===== src/rtl/video_pkg.sv =====
// Shared constants and types for the video scanout path.
// Framebuffer geometry, default raster timing and pipeline bundle.
package video_pkg;

  localparam int FB_W              = 128;
  localparam int FB_H              = 128;
  localparam int FB_BYTES_PER_LINE = 16;
  localparam int RAM_AW            = 11;
  localparam int RAM_DW            = 8;

  localparam int H_ACTIVE_DEF = 640;
  localparam int H_FP_DEF     = 16;
  localparam int H_SYNC_DEF   = 96;
  localparam int H_BP_DEF     = 48;
  localparam int V_ACTIVE_DEF = 480;
  localparam int V_FP_DEF     = 10;
  localparam int V_SYNC_DEF   = 2;
  localparam int V_BP_DEF     = 33;

  // Counter width needed to hold 0..total-1.
  function automatic int cnt_w(input int total);
    return (total > 1) ? $clog2(total) : 1;
  endfunction

  // Stage-0 attributes of one raster position, carried down the
  // delay line so they meet the RAM byte fetched for that position.
  typedef struct packed {
    logic       hs;
    logic       vs;
    logic       act;
    logic       win;
    logic [2:0] bsel;
    logic       fs;
  } pix_ctl_t;

endpackage


===== src/rtl/video_timing.sv =====
// Raster counters and stage-0 sync/active generation.
// Sync outputs are active-true; polarity is applied downstream.
module video_timing
  import video_pkg::*;
#(
  parameter int H_ACTIVE = H_ACTIVE_DEF,
  parameter int H_FP     = H_FP_DEF,
  parameter int H_SYNC   = H_SYNC_DEF,
  parameter int H_BP     = H_BP_DEF,
  parameter int V_ACTIVE = V_ACTIVE_DEF,
  parameter int V_FP     = V_FP_DEF,
  parameter int V_SYNC   = V_SYNC_DEF,
  parameter int V_BP     = V_BP_DEF,
  parameter int HW       = cnt_w(H_ACTIVE + H_FP + H_SYNC + H_BP),
  parameter int VW       = cnt_w(V_ACTIVE + V_FP + V_SYNC + V_BP)
) (
  input  logic          clk,
  input  logic          reset,
  output logic [HW-1:0] hcnt_o,
  output logic [VW-1:0] vcnt_o,
  output logic          hs_o,
  output logic          vs_o,
  output logic          active_o
);

  localparam int H_TOTAL = H_ACTIVE + H_FP + H_SYNC + H_BP;
  localparam int V_TOTAL = V_ACTIVE + V_FP + V_SYNC + V_BP;

  localparam logic [HW-1:0] H_LAST = HW'(H_TOTAL - 1);
  localparam logic [HW-1:0] H_ACT  = HW'(H_ACTIVE);
  localparam logic [HW-1:0] HS_BEG = HW'(H_ACTIVE + H_FP);
  localparam logic [HW-1:0] HS_END = HW'(H_ACTIVE + H_FP + H_SYNC);

  localparam logic [VW-1:0] V_LAST = VW'(V_TOTAL - 1);
  localparam logic [VW-1:0] V_ACT  = VW'(V_ACTIVE);
  localparam logic [VW-1:0] VS_BEG = VW'(V_ACTIVE + V_FP);
  localparam logic [VW-1:0] VS_END = VW'(V_ACTIVE + V_FP + V_SYNC);

  logic [HW-1:0] hcnt_q, hcnt_d;
  logic [VW-1:0] vcnt_q, vcnt_d;

  // Next raster position: vcnt advances only on hcnt wrap.
  always_comb begin
    hcnt_d = hcnt_q + 1'b1;
    vcnt_d = vcnt_q;
    if (hcnt_q == H_LAST) begin
      hcnt_d = '0;
      vcnt_d = (vcnt_q == V_LAST) ? '0 : vcnt_q + 1'b1;
    end
  end

  // Raster position registers.
  always_ff @(posedge clk or posedge reset) begin
    if (reset) begin
      hcnt_q <= '0;
      vcnt_q <= '0;
    end else begin
      hcnt_q <= hcnt_d;
      vcnt_q <= vcnt_d;
    end
  end

  assign hcnt_o   = hcnt_q;
  assign vcnt_o   = vcnt_q;
  assign hs_o     = (hcnt_q >= HS_BEG) && (hcnt_q < HS_END);
  assign vs_o     = (vcnt_q >= VS_BEG) && (vcnt_q < VS_END);
  assign active_o = (hcnt_q < H_ACT) && (vcnt_q < V_ACT);

endmodule


===== src/rtl/video_scanout.sv =====
// Display-side reader of the video RAM: raster timing, sequential
// fetch addresses and 1bpp serialisation of the returned bytes.
module video_scanout
  import video_pkg::*;
#(
  parameter int   H_ACTIVE     = H_ACTIVE_DEF,
  parameter int   H_FP         = H_FP_DEF,
  parameter int   H_SYNC       = H_SYNC_DEF,
  parameter int   H_BP         = H_BP_DEF,
  parameter int   V_ACTIVE     = V_ACTIVE_DEF,
  parameter int   V_FP         = V_FP_DEF,
  parameter int   V_SYNC       = V_SYNC_DEF,
  parameter int   V_BP         = V_BP_DEF,
  parameter logic SYNC_POL     = 1'b0,
  parameter int   SCALE        = 2,
  parameter int   READ_LATENCY = 2
) (
  input  logic              clk,
  input  logic              reset,
  output logic [RAM_AW-1:0] read_ad,
  input  logic [RAM_DW-1:0] read_data,
  output logic              hsync,
  output logic              vsync,
  output logic              de,
  output logic              pixel,
  output logic              frame_start
);

  localparam int HW    = cnt_w(H_ACTIVE + H_FP + H_SYNC + H_BP);
  localparam int VW    = cnt_w(V_ACTIVE + V_FP + V_SYNC + V_BP);
  localparam int SH    = $clog2(SCALE);
  localparam int DEPTH = 1 + READ_LATENCY;

  localparam logic [HW-1:0] FBX = HW'(FB_W);
  localparam logic [VW-1:0] FBY = VW'(FB_H);

  logic [HW-1:0] hcnt, fb_x;
  logic [VW-1:0] vcnt, fb_y;
  logic          hs0, vs0, act0, in_win;
  pix_ctl_t      s0, tail;

  logic [RAM_AW-1:0] read_ad_q, read_ad_d;
  pix_ctl_t          pipe_q [DEPTH];

  logic hsync_q, vsync_q, de_q, pixel_q, fs_q;

  video_timing #(
    .H_ACTIVE (H_ACTIVE),
    .H_FP     (H_FP),
    .H_SYNC   (H_SYNC),
    .H_BP     (H_BP),
    .V_ACTIVE (V_ACTIVE),
    .V_FP     (V_FP),
    .V_SYNC   (V_SYNC),
    .V_BP     (V_BP),
    .HW       (HW),
    .VW       (VW)
  ) u_timing (
    .clk      (clk),
    .reset    (reset),
    .hcnt_o   (hcnt),
    .vcnt_o   (vcnt),
    .hs_o     (hs0),
    .vs_o     (vs0),
    .active_o (act0)
  );

  // Full-width compare so positions past the framebuffer never alias.
  assign fb_x   = hcnt >> SH;
  assign fb_y   = vcnt >> SH;
  assign in_win = act0 && (fb_x < FBX) && (fb_y < FBY);

  // Stage-0 bundle and the fetch address for this position.
  always_comb begin
    s0.hs     = hs0;
    s0.vs     = vs0;
    s0.act    = act0;
    s0.win    = in_win;
    s0.bsel   = fb_x[2:0];
    s0.fs     = (hcnt == '0) && (vcnt == '0);
    read_ad_d = read_ad_q;
    if (in_win) read_ad_d = {fb_y[6:0], fb_x[6:3]};
  end

  // Fetch address register; holds outside the window.
  always_ff @(posedge clk or posedge reset) begin
    if (reset) read_ad_q <= '0;
    else       read_ad_q <= read_ad_d;
  end

  // Delay line matching the address register plus RAM latency.
  always_ff @(posedge clk or posedge reset) begin
    if (reset) begin
      for (int i = 0; i < DEPTH; i++) pipe_q[i] <= '0;
    end else begin
      pipe_q[0] <= s0;
      for (int i = 1; i < DEPTH; i++) pipe_q[i] <= pipe_q[i-1];
    end
  end

  assign tail = pipe_q[DEPTH-1];

  // Output register: joins delayed control with the returned byte.
  always_ff @(posedge clk or posedge reset) begin
    if (reset) begin
      hsync_q <= ~SYNC_POL;
      vsync_q <= ~SYNC_POL;
      de_q    <= 1'b0;
      pixel_q <= 1'b0;
      fs_q    <= 1'b0;
    end else begin
      hsync_q <= tail.hs ? SYNC_POL : ~SYNC_POL;
      vsync_q <= tail.vs ? SYNC_POL : ~SYNC_POL;
      de_q    <= tail.act;
      pixel_q <= tail.win & read_data[3'd7 - tail.bsel];
      fs_q    <= tail.fs;
    end
  end

  assign read_ad     = read_ad_q;
  assign hsync       = hsync_q;
  assign vsync       = vsync_q;
  assign de          = de_q;
  assign pixel       = pixel_q;
  assign frame_start = fs_q;

endmodule

===== config.mk =====
export PLATFORM = sky130hd
export DESIGN_NAME = video_scanout
export DESIGN_NICKNAME = d
export VERILOG_FILES = /design/src/rtl/video_pkg.sv /design/src/rtl/video_timing.sv /design/src/rtl/video_scanout.sv
export SDC_FILE = /design/constraint.sdc
export NUM_CORES = 1
export LEC_CHECK = 0
export CAP_MARGIN = 10
export CELL_PAD_IN_SITES_DETAIL_PLACEMENT = 1
export CELL_PAD_IN_SITES_GLOBAL_PLACEMENT = 2
export CORE_MARGIN = 4
export CORE_UTILIZATION = 30
export CTS_CLUSTER_DIAMETER = 120
export DETAILED_ROUTE_END_ITERATION = 8
export PLACE_DENSITY_LB_ADDON = 0.1
export SYNTH_ARGS = -nofsm -noshare
export SYNTH_HDL_FRONTEND = slang
export SYNTH_SLANG_ARGS = --single-unit

===== constraint.sdc =====
create_clock -name clk -period 3.8 [get_ports clk]
set_input_delay 1.14 -clock clk [delete_from_list [all_inputs] [get_ports clk]]
set_output_delay 1.14 -clock clk [all_outputs]
set_load 0.05 [all_outputs]

# Yosys cells after proc, flatten, opt, wreduce, memory -nomap -nowiden
# Index checks and enable logic that the tools add are counted.
[totals] reg_bits=60 latchBits=0 ramBits=0 romBits=0 in_bits=10 output_inout_bits=16 mem_count=0
[op_classes] n_addsub=3 multipliers=0 div_mod_pow=0 order_cmp=9 n_eq_ne=2 shift=0 muxes=6 n_bitwise=1 reduce_logical=8
[op_table] op="$add 10x1->10 const B" count=2
[op_table] op="$eq 10x10->1 const B" count=2
[op_table] op="$logic_not 10->1" count=2
[op_table] op="$lt 10x10->1 const B" count=2
[op_table] op="$lt 10x9->1 const B" count=2
[op_table] op="$mux 10" count=2
[op_table] op="$lt 9x8->1 const B" count=2
[op_table] op="$ge 10x10->1 const B" count=1
[op_table] op="$ge 10x9->1 const B" count=1
[op_table] op="$logic_and 1x1->1" count=6
[op_table] op="$lt 3x4->1 const B" count=1
[op_table] op="$bmux 1 s3" count=1
[op_table] op="$mux 1" count=3
[op_table] op="$sub 3x3->3 const A" count=1
[op_table] op="$and 1x1->1" count=1

# Logic depth before layout (Yosys ltp)
[logic_depth] word_depth=4 mapped_depth=6 mapped_depth_nobuf=5

# By module
# Synthesis repeated with hierarchy kept, for this count alone.
[hier_totals] cells_unflattened=181 hier_area_um2=2412.3
[by_module_without_submodules] mod="video_scanout" n_inst=1 cells_each=72 area_each_um2=1311.3 seq_area_each_um2=1003.5
[by_module_without_submodules] mod="video_timing" n_inst=1 cells_each=109 area_each_um2=1101.1 seq_area_each_um2=500.5

# Least setup slack after synthesis
# OpenSTA, ideal clock, no wires.
[synth_path] path_type="input to register" from="input port read_data[0]" to="register pixel_q, in the netlist pixel" setup_time_ps=120 arrival_ps=1757 t_required_ps=3680 path_slack_ps=1923 path_stages=3 path_cell_list="mux4_2 mux2i_1 nor2b_1"
[synth_via] elab_chain_cells=3
[synth_lines] item="start, declared" line_no="video_scanout.sv:21" text="input logic [RAM_DW-1:0] read_data,"
[synth_lines] item="$bmux 1 s3" line_no="video_scanout.sv:115" text="pixel_q <= tail.win & read_data[3'd7 - tail.bsel];"
[synth_lines] item="$mux 1 (implied by the code)" line_no="video_scanout.sv:115"
[synth_lines] item="$and 1x1->1" line_no="video_scanout.sv:115"
[synth_lines] item="end signal, assigned" line_no="video_scanout.sv:115"
[synth_lines] item="end, declared" line_no="video_scanout.sv:45" text="logic hsync_q, vsync_q, de_q, pixel_q, fs_q;"
# Every way passes these cells. The select of a mux whose other input is x is not followed.
# A chain may end at the register's enable or synchronous reset.

# Worst setup path in the final report
[layout_path] from="register vsync_q, in the netlist vsync" to="output port vsync"
[layout_rtl] item="start, declared" line_no="video_scanout.sv:45"
[layout_rtl] item="start signal, assigned" line_no="video_scanout.sv:107" text="vsync_q <= ~SYNC_POL;"
[layout_rtl] item="start signal, assigned" line_no="video_scanout.sv:113" text="vsync_q <= tail.vs ? SYNC_POL : ~SYNC_POL;"
[layout_rtl] item="end, declared" line_no="video_scanout.sv:23" text="output logic vsync,"
# No word-level cell between the ends.

==> summary.md <==
| Metric | Value |
|---|---|
| Number of synthesized flops with an enable pin | 0 |
| GRT Overall Usage | 11.9% |
| Critical path endpoint | vsync |
| Worst Path Arrival | 1.64 ns |
| Per-cell routed wire length | 14.8 um |
| Worst Path Buf+Inv | 1 |
| Synthesized area per cell | 13.2 um^2 |
| Largest net degree at the start of global routing | 23 |
| Maximum VDD drop | 191 uV |
| RSZ-0062 raised after global routing | false |
| CTS Buf Count | 9 |
| Area grow syn2layout | 24.7% |
| Area contributors post-synth | dfrtp_1, mux2_2, nand3_1 |
| Setup TNS | 0 ns |
| Post-synthesis xor/xnor area fraction | 4.22% |
| I/O pin count | 26 |
| Worst min-delay path class | reg2reg |
| Largest delay share family, worst path | buffers and inverters |
| Routed WL | 4.58 mm |
| Hold Violations, Final | 0 |
| Syn Nets | 187 |
| First-pass GRT wire length | 7.82 mm |
| Die span in y | 95.3 um |
| Max Cap Viol | 0 |
| Avg Vias per Cell | 4.62 |
| Mux cell area share after synthesis | 7.83% |
| Simple-Gate Fraction of Synth Area | 14.6% |
| Residual DRC | 0 |
| CTS resizes | 0 |
| Core Box Area | 7330 um^2 |
| Leakage | 1.26 nW |
| Post-synth top area cell | dfrtp_1 |
| Layout cells sized above 1 | 17.5% |
| Hold Crit Depth | 0 |
| Slowest-stage cell, CP | clkdlybuf4s50_1 |
| Root buf cell | clkbuf_8 |
| Diode count | 0 |
| GRT overflow | 0 |
| Tcrit/Tclk final | 73.2% |
| Max Root-Sink Buffers | 2 |
| Adder-cell share of the synthesized area | 2.19% |
| Final Hold Slack | 0.348 ns |
| Final Max Tran Viols | 0 |
| Power per cell area | 433 nW/um^2 |
| Mapped cell area | 2280 um^2 |
| Clock Latency Late Sink | 0.34 ns |
| Critical Path Source | vsync$_DFF_PP1_ |
| Setup-failing EPs final | 0 |
| Reg-to-reg endpoint | read_ad[8]$_DFFE_PP0P_ |
| Post-synth top flop | dfrtp_1 |
| I/O Buffers | 25 |
| RR Startpoint | u_timing.vcnt_o[8]$_DFFE_PP0N_ |
| Largest family of logic cells by synthesized area | simple AND/OR/NAND/NOR gates |
| DIE AREA | 9080 um^2 |
| Core Rows | 31 |
| Setup Skew | 0.00683 ns |
| Max stage delay on crit path | 0.79 ns |
| Post-synthesis cell count | 173 |
| Startpoint Class | register |
| Worst Path Required | 2.66 ns |
| Worst Setup End Kind | output port |
| CTS tree | done |
| Cells along the critical path | clkdlybuf4s50_1 |
| Area share of the leading cell type in the synthesized netlist | 63.5% |
| Post-layout minimum cycle time | 2.78 ns |
| R2r setup slk | 1.86 ns |
| Max FO, Critical Path | 1 |
| Die W | 95.3 um |
| Clock Pin Slew Worst Setup and Hold Paths | 0.06 ns |
| First-pass DRT Iterations | 4 |
| DRT iter0 DRCs | 47 |
| Initial antenna violation count | 0 |
| Status | completed |
| H-tree depth | 3 |
| Async S/R FF share, synth | 100% |
| Nets | 220 |
| Post-DP HPWL | 3.16 mm |
| Vias in the first global route | 1,543 |
| Synth Area in Compound Gates | 2.79% |
| CP Class | reg2out |
| Synth unique cells | 33 |
| Slew @ Worst Pin | 0.758 ns |
| Post-CTS Setup Inserts | 0 |
| CTS Hold Bufs | 0 |
| Synth warn | 0 |
| TritonCTS Sinks | 60 |
| Reg2Reg Depth | 3 |
| Routed via count | 1,431 |
| WP depth | 1 |
| Fmax | 0.360 GHz |
| Relative slew slack | 49.1% |
| Initial core utilization | 31.2% |
| GPL Wtd Cong | 0.749 |
| Synth Register Bits | 60 |
| Post-route ant nets | 0 |
| Seq/Total Area, Yosys | 65.8% |
## flip-flops by register name, indices dropped and copies added, names as in the netlist
| register | cells |
|---|---|
| pipe_q | 24 |
| read_ad | 11 |
| u_timing.hcnt_o | 10 |
| u_timing.vcnt_o | 10 |
| de | 1 |
| frame_start | 1 |
| hsync | 1 |
| pixel | 1 |
| vsync | 1 |
## how the worst min path moves through the flow
stage	startpoint	to	slack, ns
after floorplan	pipe_q[5]$_DFF_PP0_	de$_DFF_PP0_	0.33
after global placement	pipe_q[18]$_DFF_PP0_	pipe_q[10]$_DFF_PP0_	0.33
after detailed placement	pipe_q[5]$_DFF_PP0_	de$_DFF_PP0_	0.34
after CTS	pipe_q[5]$_DFF_PP0_	de$_DFF_PP0_	0.35
after global routing	pipe_q[10]$_DFF_PP0_	pipe_q[2]$_DFF_PP0_	0.36
final	pipe_q[5]$_DFF_PP0_	de$_DFF_PP0_	0.35
## cell usage after synthesis, drive strengths merged (2+ instances only)
library cell  instances
dfrtp                58
nand3                13
mux2                 11
nand2                 9
inv                   7
nor2                  7
o21ai                 7
and3                  6
xor2                  6
nand4                 5
nor3                  5
xnor2                 5
buf                   4
ha                    4
nor4                  4
a21oi                 3
and4                  2
clkbuf                2
dfstp                 2
mux4                  2
## layer usage
metal,vias up,part of all wire [%],global-route usage (%)
met5,-,0,0
met4,0,1.9,5.05
met3,9,4.8,5.13
met2,24,49,18.4
met1,727,44,14.5
li1,671,-,-
## metrics by stage
step           total power, mW  utilization (%)  instance area [um^2]  setup slack (ns)  std cells
3_5_place_dp             0.681             36.2                  2660              1.37        294
6_report                  1.23             38.9                  2850              1.02        310
5_1_grt                   1.29             38.9                  2850             0.966        310
3_3_place_gp             0.680             36.2                  2660              1.37        294
2_1_floorplan            0.665                -                  2280              1.18        173
4_1_cts                   1.26             38.9                  2850             0.987        310
## cells in the final DEF (no fill, tap or decap), types with 4 or more instances in the layout
cell type | synthesis | final
and3_1 | 6 | 6
clkbuf_8 | 0 | 10
clkdlybuf4s50_1 | 0 | 25
dfrtp_1 | 58 | 58
ha_1 | 4 | 4
inv_1 | 7 | 6
mux2_2 | 11 | 11
nand2_1 | 9 | 9
nand3_1 | 13 | 13
nand4_1 | 5 | 5
nor2_1 | 7 | 7
nor3_1 | 4 | 4
o21ai_0 | 7 | 7
xnor2_1 | 5 | 5
xor2_1 | 6 | 6
## final cells by class
cell class | instances | area (um^2)
Sequential cell | 60 | 1500
Clock inverter | 5 | 52.6
Timing Repair Buffer | 28 | 273
Fill cell | 778 | 4480
Multi-Input combinational cell | 100 | 728
Tap cell | 99 | 124
Inverter | 7 | 26.3
Clock buffer | 11 | 141
## where the power goes
part           internal (mW)  switching, mW
logic                 0.0124         0.0162
clock network          0.317          0.248
registers              0.639       0.000122
## kinds of logic (layout without fill, tap and decap cells)
kind of cell,after synthesis,in the layout
xor+xnor,11,11
buf+inv,13,51
compound gates,12,12
simple gates,59,59
mux,14,14
fa+ha+maj,4,4
flops,60,60
(Power assumes the default switching activity.)
